==> config.mk <==
export PLATFORM = sky130hd
export DESIGN_NAME = room_display_scan
export DESIGN_NICKNAME = d
export VERILOG_FILES = /design/src/rtl/room_disp_pkg.sv /design/src/rtl/bcd_seven_seg.sv /design/src/rtl/room_display_scan.sv
export SDC_FILE = /design/constraint.sdc
export NUM_CORES = 1
export LEC_CHECK = 0
export CAP_MARGIN = 20
export CORE_MARGIN = 5
export CORE_UTILIZATION = 45
export CTS_CLUSTER_SIZE = 12
export DETAILED_ROUTE_END_ITERATION = 10
export PLACE_DENSITY = 0.67
export RECOVER_POWER = 25
export SYNTH_ARGS = -nofsm -noshare
export SYNTH_HDL_FRONTEND = slang
export SYNTH_SLANG_ARGS = --single-unit
==> constraint.sdc <==
create_clock -name Clock -period 5.3 [get_ports Clock]
set_input_delay 0.795 -clock Clock [delete_from_list [all_inputs] [get_ports Clock]]
set_output_delay 0.795 -clock Clock [all_outputs]
set_load 0.05 [all_outputs]
==> src/rtl/room_disp_pkg.sv <==
// Shared constants for the room-number display path: active-low segment
// patterns {g,f,e,d,c,b,a}, active-low anode enables {tens,ones}, digit select.
package room_disp_pkg;

  localparam logic [6:0] SEG_0    = 7'b1000000;
  localparam logic [6:0] SEG_1    = 7'b1111001;
  localparam logic [6:0] SEG_2    = 7'b0100100;
  localparam logic [6:0] SEG_3    = 7'b0110000;
  localparam logic [6:0] SEG_4    = 7'b0011001;
  localparam logic [6:0] SEG_5    = 7'b0010010;
  localparam logic [6:0] SEG_6    = 7'b0000010;
  localparam logic [6:0] SEG_7    = 7'b1111000;
  localparam logic [6:0] SEG_8    = 7'b0000000;
  localparam logic [6:0] SEG_9    = 7'b0010000;
  localparam logic [6:0] SEG_DASH = 7'b0111111;
  localparam logic [6:0] SEG_OFF  = 7'b1111111;

  localparam logic [1:0] ANODE_OFF  = 2'b11;
  localparam logic [1:0] ANODE_ONES = 2'b10;
  localparam logic [1:0] ANODE_TENS = 2'b01;

  typedef enum logic {
    SEL_ONES = 1'b0,
    SEL_TENS = 1'b1
  } sel_e;

endpackage

==> src/rtl/bcd_seven_seg.sv <==
// BCD to active-low seven-segment decoder; codes 10..15 show a dash so a
// corrupt counter value is visible rather than silently wrong.
module bcd_seven_seg
  import room_disp_pkg::*;
(
  input  logic [3:0] bcd,
  output logic [6:0] seg
);

  always_comb begin
    seg = SEG_DASH;
    case (bcd)
      4'd0:    seg = SEG_0;
      4'd1:    seg = SEG_1;
      4'd2:    seg = SEG_2;
      4'd3:    seg = SEG_3;
      4'd4:    seg = SEG_4;
      4'd5:    seg = SEG_5;
      4'd6:    seg = SEG_6;
      4'd7:    seg = SEG_7;
      4'd8:    seg = SEG_8;
      4'd9:    seg = SEG_9;
      default: seg = SEG_DASH;
    endcase
  end

endmodule

==> src/rtl/room_display_scan.sv <==
// Latches the two-digit room number and scans it onto a common-anode display,
// with leading-zero blanking, edit-mode blinking and a bad-digit flag.
module room_display_scan
  import room_disp_pkg::*;
#(
  parameter int REFRESH_DIV = 50000,
  parameter int BLINK_SCANS = 250
) (
  input  logic       Clock,
  input  logic       Resetn,
  input  logic [3:0] RoomDigit1,
  input  logic [3:0] RoomDigit0,
  input  logic       Load,
  input  logic       Blink,
  input  logic       BlankLz,
  output logic [6:0] Segments,
  output logic [1:0] Anodes,
  output logic       BadDigit
);

  localparam int RW = $clog2(REFRESH_DIV);
  localparam int BW = (BLINK_SCANS > 1) ? $clog2(BLINK_SCANS) : 1;
  localparam logic [RW-1:0] REF_LAST   = RW'(REFRESH_DIV - 1);
  localparam logic [BW-1:0] BLINK_LAST = BW'(BLINK_SCANS - 1);

  logic [3:0]    lat1_q, lat1_d, lat0_q, lat0_d;
  logic [RW-1:0] ref_cnt_q, ref_cnt_d;
  sel_e          sel_q, sel_d;
  logic [BW-1:0] blink_cnt_q, blink_cnt_d;
  logic          phase_q, phase_d;
  logic [6:0]    seg_q, seg_d;
  logic [1:0]    anode_q, anode_d;
  logic          bad_q, bad_d;

  logic          scan_tc;
  logic [3:0]    shown_digit;
  logic [6:0]    shown_seg;
  logic          tens_blank;

  always_ff @(posedge Clock or negedge Resetn) begin
    if (!Resetn) begin
      lat1_q      <= '0;
      lat0_q      <= '0;
      ref_cnt_q   <= '0;
      sel_q       <= SEL_ONES;
      blink_cnt_q <= '0;
      phase_q     <= 1'b0;
      seg_q       <= SEG_OFF;
      anode_q     <= ANODE_OFF;
      bad_q       <= 1'b0;
    end else begin
      lat1_q      <= lat1_d;
      lat0_q      <= lat0_d;
      ref_cnt_q   <= ref_cnt_d;
      sel_q       <= sel_d;
      blink_cnt_q <= blink_cnt_d;
      phase_q     <= phase_d;
      seg_q       <= seg_d;
      anode_q     <= anode_d;
      bad_q       <= bad_d;
    end
  end

  always_comb begin
    lat1_d = lat1_q;
    lat0_d = lat0_q;
    if (Load) begin
      lat1_d = RoomDigit1;
      lat0_d = RoomDigit0;
    end
  end

  assign scan_tc = (ref_cnt_q == REF_LAST);

  always_comb begin
    ref_cnt_d = scan_tc ? '0 : ref_cnt_q + RW'(1);
    sel_d     = sel_q;
    if (scan_tc) sel_d = (sel_q == SEL_ONES) ? SEL_TENS : SEL_ONES;
  end

  // Blink timing restarts from zero each time edit mode is entered.
  always_comb begin
    blink_cnt_d = blink_cnt_q;
    phase_d     = phase_q;
    if (!Blink) begin
      blink_cnt_d = '0;
      phase_d     = 1'b0;
    end else if (scan_tc) begin
      if (blink_cnt_q == BLINK_LAST) begin
        blink_cnt_d = '0;
        phase_d     = ~phase_q;
      end else begin
        blink_cnt_d = blink_cnt_q + BW'(1);
      end
    end
  end

  assign shown_digit = (sel_q == SEL_TENS) ? lat1_q : lat0_q;

  bcd_seven_seg u_dec (
    .bcd (shown_digit),
    .seg (shown_seg)
  );

  // Only a true zero is blanked; a dash in the tens place stays visible.
  assign tens_blank = BlankLz && (lat1_q == 4'd0);

  always_comb begin
    seg_d   = shown_seg;
    anode_d = (sel_q == SEL_TENS) ? ANODE_TENS : ANODE_ONES;
    if ((Blink && phase_q) || ((sel_q == SEL_TENS) && tens_blank)) begin
      seg_d   = SEG_OFF;
      anode_d = ANODE_OFF;
    end
    bad_d = (lat1_q > 4'd9) || (lat0_q > 4'd9);
  end

  assign Segments = seg_q;
  assign Anodes   = anode_q;
  assign BadDigit = bad_q;

endmodule

==> results of run 1 <==
-- sequential cells by signal (all words and copies together), names as in the netlist --
signal and count:
Anodes 2, BadDigit 1, Segments 7, blink_cnt_q 8, lat0_q 4, lat1_q 4
phase_q 1, ref_cnt_q 16, sel_q 1
-- worst min-delay path by stage --
stage / to
after CTS: ref_cnt_q[0]$_DFF_PN0_
after detailed placement: ref_cnt_q[0]$_DFF_PN0_
final: ref_cnt_q[0]$_DFF_PN0_
after floorplan: ref_cnt_q[0]$_DFF_PN0_
after global placement: ref_cnt_q[0]$_DFF_PN0_
after global routing: ref_cnt_q[0]$_DFF_PN0_
-- metrics by stage --
stage	setup slack (ns)	hold slack, ns	instances	area [sq um]
after global placement	2.95	0.489	269	2420
after floorplan	3.28	0.455	199	2160
after CTS	2.88	0.499	277	2550
after detailed placement	2.94	0.490	269	2420
after global routing	2.29	0.551	277	2540
final	2.84	0.499	277	2540
-- cells in the mapped netlist, drive strengths merged --
cell,number,area [sq um]
mux2,12,135
a31oi,1,6.26
mux2i,10,100
xnor2,4,35.0
o41a,1,11.3
o21ai,15,75.1
ha,9,113
nor2,12,45.0
or4b,2,23.8
nand2b,4,25.0
and3,1,6.26
inv,7,26.3
clkbuf,5,18.8
and2,2,12.5
xor2,6,52.6
dfrtp,35,876
and3b,1,8.76
or3,5,31.3
nor4b,1,15.0
nand2,18,67.6
nor3,5,25.0
nand3b,3,22.5
a32oi,1,8.76
or4,3,26.3
buf,2,10.0
a21oi,8,40.0
nand3,7,35.0
nor4,2,18.8
o211ai,3,22.5
nand4,3,18.8
and4,1,8.76
dfstp,9,236
or2,1,6.26
-- per-layer routing --
metal | vias up | global-route usage
met5 | - | 0
met4 | 0 | 0.0567
met3 | 4 | 0.0340
met2 | 18 | 0.226
met1 | 705 | 0.174
li1 | 741 | -
-- placed cells by master, fill, tap and decap left out, types with 2 or more instances in the layout --
cell / netlist / routed
dfrtp_1: 35 / 35
clkdlybuf4s50_1: 0 / 21
nand2_1: 18 / 18
o21ai_0: 15 / 15
nor2_1: 12 / 12
mux2_2: 12 / 12
mux2i_1: 10 / 10
dfstp_2: 9 / 9
ha_1: 9 / 9
a21oi_1: 8 / 8
inv_1: 7 / 7
nand3_1: 7 / 7
xor2_1: 6 / 6
clkbuf_8: 0 / 6
nor3_1: 5 / 5
or3_1: 5 / 5
nand2b_1: 4 / 4
xnor2_1: 4 / 4
nand4_1: 3 / 3
nand3b_1: 3 / 3
o211ai_1: 3 / 3
or4_1: 2 / 2
and2_1: 2 / 2
-- cell type report --
| type | instances | area (sq um) |
|---|---|---|
| clock buffer | 6 | 82.6 |
| clock inverter | 2 | 38.8 |
| fill | 420 | 2150 |
| inverter | 7 | 26.3 |
| multi-input combinational | 141 | 996 |
| sequential | 44 | 1110 |
| tap | 54 | 67.6 |
| timing repair buffer | 23 | 221 |
-- power by group through the flow --
stage / clock network, mW / logic (mW) / registers, mW
3_5_place_dp: 0 / 0.113 / 0.372
2_1_floorplan: 0 / 0.0348 / 0.408
6_report: 0.268 / 0.112 / 0.365
5_1_grt: 0.291 / 0.122 / 0.367
3_3_place_gp: 0 / 0.112 / 0.371
4_1_cts: 0.277 / 0.114 / 0.365
-- kinds of logic after synthesis --
family                   Yosys count  share of synthesized area
AND/OR/NAND/NOR                   71                      0.183
flip-flops                        44                      0.514
AO/OA/AOI/OAI                     29                     0.0758
multiplexers                      22                      0.109
buffers and inverters             14                     0.0255
XOR/XNOR                          10                     0.0405
adder cells (fa/ha/maj)            9                     0.0521
==> impl_metrics.env, run 1 <==
export IMPL_tightest_slew_ns=2.26
export IMPL_grt_pass1_wl_mm=6.84
export IMPL_dr_pass1_iters=4
export IMPL_clockBufferDepth=2
export IMPL_hold_path_class="register to register"
export IMPL_grtUsageTotal=0.138
export IMPL_rows=25
export IMPL_fp_dieArea_sq_mm=0.00629
export IMPL_cp_num_cells=1
export IMPL_p_sw_uw=192
export IMPL_clk_pin_slew_ns=0.08
export IMPL_fin_crit_ns=2.46
export IMPL_fin_crit_sh=0.464
export IMPL_p_sw_frac=0.257
export IMPL_core_area_sq_mm=0.00469
export IMPL_synth_seq_cells=44
export IMPL_ctsResizeCount=0
export IMPL_slew_violations=45
export IMPL_rr_worst_depth=4
export IMPL_leakage_nw=1.07
export IMPL_synth_distinct_cells=36
export IMPL_clockPowerShare=0.360
export IMPL_internal_power_uw=553
export IMPL_ctsHoldBuffers=0
export IMPL_post_synth_cell_area_avg_sq_um=10.9
export IMPL_cts_buffers=5
export IMPL_avgRoutedWirePerCell_microns=13.8
export IMPL_synth_cells=199
export IMPL_antenna_found_initial=0
export IMPL_grt_pass1_vias=1488
export IMPL_globalplace_congestion=0.746
export IMPL_holdPathStages=1
export IMPL_start_kind="primary input"
export IMPL_p_comb_frac=0.150
export IMPL_cp_endpoint="sel_q$_DFFE_PN0N_"
export IMPL_routed_wl_mm=3.83
export IMPL_arrival_ns=2.40
export IMPL_p_total_uw=745
export IMPL_fin_nets=244
export IMPL_relSlewSlack=-0.508
export IMPL_seq_power_share=0.490
export IMPL_synthesis_area_sq_mm=0.00216
export IMPL_hold_violations=0
export IMPL_drcViolationCount=0
export IMPL_p_per_area_mw_per_mm2=293
export IMPL_wl_met1_mm=1.86
export IMPL_ys_warn_count=0
export IMPL_criticalPathCategory="primary input to async pin"
export IMPL_post_cts_buffers=0
export IMPL_htreeDepth=2
export IMPL_final_util=0.542
export IMPL_dieHeight_microns=79.3
export IMPL_clkSinkCount=44
export IMPL_cp_slowest_cell="clkbuf_1"
export IMPL_failed_checks="max-capacitance violations, max-slew violations"
export IMPL_end_kind="async pin"
export IMPL_crit_path_max_incr_delay_ns=1.58
export IMPL_diodes=0
export IMPL_grt_max_degree=45
export IMPL_synthesis_nets=221
export IMPL_outcome="finished with violations"
export IMPL_die_w_microns=79.3
export IMPL_hp_start="ref_cnt_q[0]$_DFF_PN0_"
export IMPL_ctsRootBufferMaster="clkbuf_8"
export IMPL_initialDrtViolationCount=48
export IMPL_cts_tree="yes"
export IMPL_cp_cell_sequence="clkbuf_1"
export IMPL_antenna_left=0
export IMPL_via_count=1468
export IMPL_wl_met3_microns=114
export IMPL_rrSetupSlack_ns=3.05
export IMPL_setup_violations=0
export IMPL_dr_wl_met2_mm=1.80
export IMPL_rsz0062_at_grt="no"
export IMPL_overflow=0
export IMPL_ys_seq_area_frac=0.514
export IMPL_path_max_fanout=44
export IMPL_crit_path_start="Resetn"
export IMPL_critPathTopFamily="buffers and inverters"
export IMPL_drive_above_1_share=0.157
export IMPL_fmax_ghz=0.407
export IMPL_crit_required_ns=5.24
export IMPL_fin_setup_tns_ns=0
export IMPL_pin_count=23
export IMPL_port_buffer_count=22
export IMPL_r2r_end="phase_q$_DFFE_PN0P_"
export IMPL_initial_utilization=0.461
export IMPL_area_growth_pct=17.6
export IMPL_drv_cap=1
export IMPL_ir_drop_mv=0.170
export IMPL_top_layer_used="met4"
export IMPL_path_buf_inv=1
export IMPL_rr_startpoint="ref_cnt_q[4]$_DFF_PN0_"
export IMPL_viasPerCell=5.30
export IMPL_finClkSkew_ns=0.00881
export IMPL_dp_hpwl_mm=2.77
export IMPL_clock_latency_ns=0.29
(Power assumes the default switching activity.)
==> inputs of run 2 (changes only) <==
--- a/config.mk
+++ b/config.mk
@@ -10,7 +10,7 @@
 export CORE_UTILIZATION = 45
 export CTS_CLUSTER_SIZE = 12
 export DETAILED_ROUTE_END_ITERATION = 10
-export PLACE_DENSITY = 0.67
+export PLACE_DENSITY = 0.69
 export RECOVER_POWER = 25
 export SYNTH_ARGS = -nofsm -noshare
 export SYNTH_HDL_FRONTEND = slang
==> constraint.sdc (replaced) <==
create_clock -name Clock -period 2 [get_ports Clock]
set_input_delay 0.3 -clock Clock [delete_from_list [all_inputs] [get_ports Clock]]
set_output_delay 0.3 -clock Clock [all_outputs]
set_load 0.05 [all_outputs]
==> impl_metrics.env, run 2 (same netlist as run 1, synthesis figures left out) <==
export IMPL_clk_pin_slew_ns=0.08
export IMPL_fillers=400
export IMPL_fmax_ghz=0.480
export IMPL_relSlewSlack=0.163
export IMPL_criticalPathCategory="register to register"
export IMPL_diodes=0
export IMPL_outcome="finished with violations"
export IMPL_htreeDepth=2
export IMPL_routed_wl_mm=4.27
export IMPL_layout_area_seq_sq_mm=0.00111
export IMPL_dp_hpwl_mm=3.12
export IMPL_crit_required_ns=2.23
export IMPL_end_kind="register"
export IMPL_start_kind="register"
export IMPL_fin_crit_ns=2.08
export IMPL_largest_register_ffs=16
export IMPL_final_cell_mix="dfrtp_1 (35), clkdlybuf4s50_1 (21), nand2_1 (18), buf_4 (18), o21ai_0 (14)"
export IMPL_hold_violations=0
export IMPL_fp_dieArea_sq_mm=0.00629
export IMPL_globalplace_congestion=0.839
export IMPL_clkSinkCount=44
export IMPL_area_growth_pct=26.0
export IMPL_dr_pass1_iters=4
export IMPL_drcViolationCount=0
export IMPL_avgRoutedWirePerCell_microns=14.4
export IMPL_pin_count=23
export IMPL_dp_cells=288
export IMPL_viasPerCell=5.39
export IMPL_slew_violations=0
export IMPL_setup_violations=5
export IMPL_regMostFlops="ref_cnt_q"
export IMPL_drv_cap=0
export IMPL_rsz0062_at_grt="yes"
export IMPL_ctsRootBufferMaster="clkbuf_8"
export IMPL_clockBufferDepth=2
export IMPL_rows=25
export IMPL_leakage_nw=1.17
export IMPL_core_area_sq_mm=0.00469
export IMPL_via_count=1600
export IMPL_design_area_sq_mm=0.00273
export IMPL_arrival_ns=2.31
export IMPL_tightest_slew_ns=1.26
export IMPL_dpl_instance_area_sq_mm=0.00258
export IMPL_failed_checks="negative setup slack"
export IMPL_fin_nets=264
export IMPL_cts_buffers=5
export IMPL_dieHeight_microns=79.3
export IMPL_initialDrtViolationCount=59
export IMPL_clock_latency_ns=0.30
export IMPL_grt_pass1_wl_mm=7.57
export IMPL_layout_commonest_cell="dfrtp_1"
export IMPL_stdcell_count=297
export IMPL_ir_drop_mv=0.315
export IMPL_grt_max_degree=25
export IMPL_antenna_found_initial=0
export IMPL_fin_crit_sh=1.04
export IMPL_multiInputGateArea_sq_mm=0.00102
export IMPL_path_max_fanout=5
export IMPL_initial_utilization=0.461
export IMPL_hold_path_class="register to register"
export IMPL_overflow=0
export IMPL_antenna_left=0
export IMPL_grtUsageTotal=0.154
export IMPL_finClkSkew_ns=0.00954
export IMPL_p_per_area_mw_per_mm2=713
export IMPL_p_total_mw=1.94
export IMPL_die_w_microns=79.3
export IMPL_final_util=0.581
export IMPL_drive_above_1_share=0.243
export IMPL_port_buffer_count=22
export IMPL_grt_pass1_vias=1610
export IMPL_hold_ws_ns=0.533
export IMPL_worst_slack_ns=-0.0839
export IMPL_cts_tree="yes"
-- run 2: cell types whose count changed in the layout (fill, tap and decap cells not counted), moves of 2 or more --
cell     before  now
buf_4         1   18
a21oi_1       8    6
a21oi_2       0    2
nor3_1        5    3
nor3_2        0    2
-- run 2: timing repair --
action	CTS	global route
endpoints found under the setup margin	6	11
hold endpoints to repair	11	0
resized for setup	2	5
buffers inserted	0	0
pin swaps	6	6
hold buffers	1	0
-- run 2: layout make-up --
| class | count | area share |
|---|---|---|
| Tap cell | 54 | 0.0248 |
| Inverter | 7 | 0.00964 |
| Timing Repair Buffer | 43 | 0.143 |
| Clock inverter | 2 | 0.0128 |
| Multi-Input combinational cell | 141 | 0.375 |
| Clock buffer | 6 | 0.0266 |
| Sequential cell | 44 | 0.408 |
-- run 2: power by group --
group	total [mW]	leakage [nW]	switching [mW]	internal, mW
registers	0.967	0.548	0.0196	0.948
clock network	0.667	0.0552	0.296	0.371
logic	0.310	0.565	0.190	0.120
-- run 2: worst max-delay path, stage by stage (launching register included) --
cell and delay, ns:
dfrtp_1 0.38, or4b_4 0.56, or4_4 0.57, or3_4 0.39, a21oi_2 0.11
-- run 2: layer usage --
metal	vias to the layer above	share of wire	GRT usage
li1	786	-	-
met1	781	0.46	0.202
met2	26	0.49	0.245
met3	7	0.028	0.0306
met4	0	0.022	0.0722
met5	-	0	0
-- run 2: stage by stage --
step / setup slack, ns / TNS [ns]
after floorplan: 0.00252 / 0
after global placement: -0.0334 / -0.0389
after detailed placement: -0.0683 / -0.246
after CTS: -0.0577 / -0.192
after global routing: -0.128 / -0.881
final: -0.0839 / -0.212
-- run 2: final timing paths --
kind                                                 to  slack (ns)                    start  cells past startpoint
worst min-delay path              lat0_q[0]$_DFFE_PN0P_        0.53    lat0_q[0]$_DFFE_PN0P_                      1
max in group asynchronous       ref_cnt_q[13]$_DFF_PN0_        0.47                   Resetn                      2
worst max-delay path                phase_q$_DFFE_PN0P_       -0.08  ref_cnt_q[13]$_DFF_PN0_                      4
worst min register to register    lat0_q[0]$_DFFE_PN0P_        0.53    lat0_q[0]$_DFFE_PN0P_                      1
worst max register to register      phase_q$_DFFE_PN0P_       -0.08  ref_cnt_q[13]$_DFF_PN0_                      4
min in group asynchronous        ref_cnt_q[2]$_DFF_PN0_        0.79                   Resetn                      2
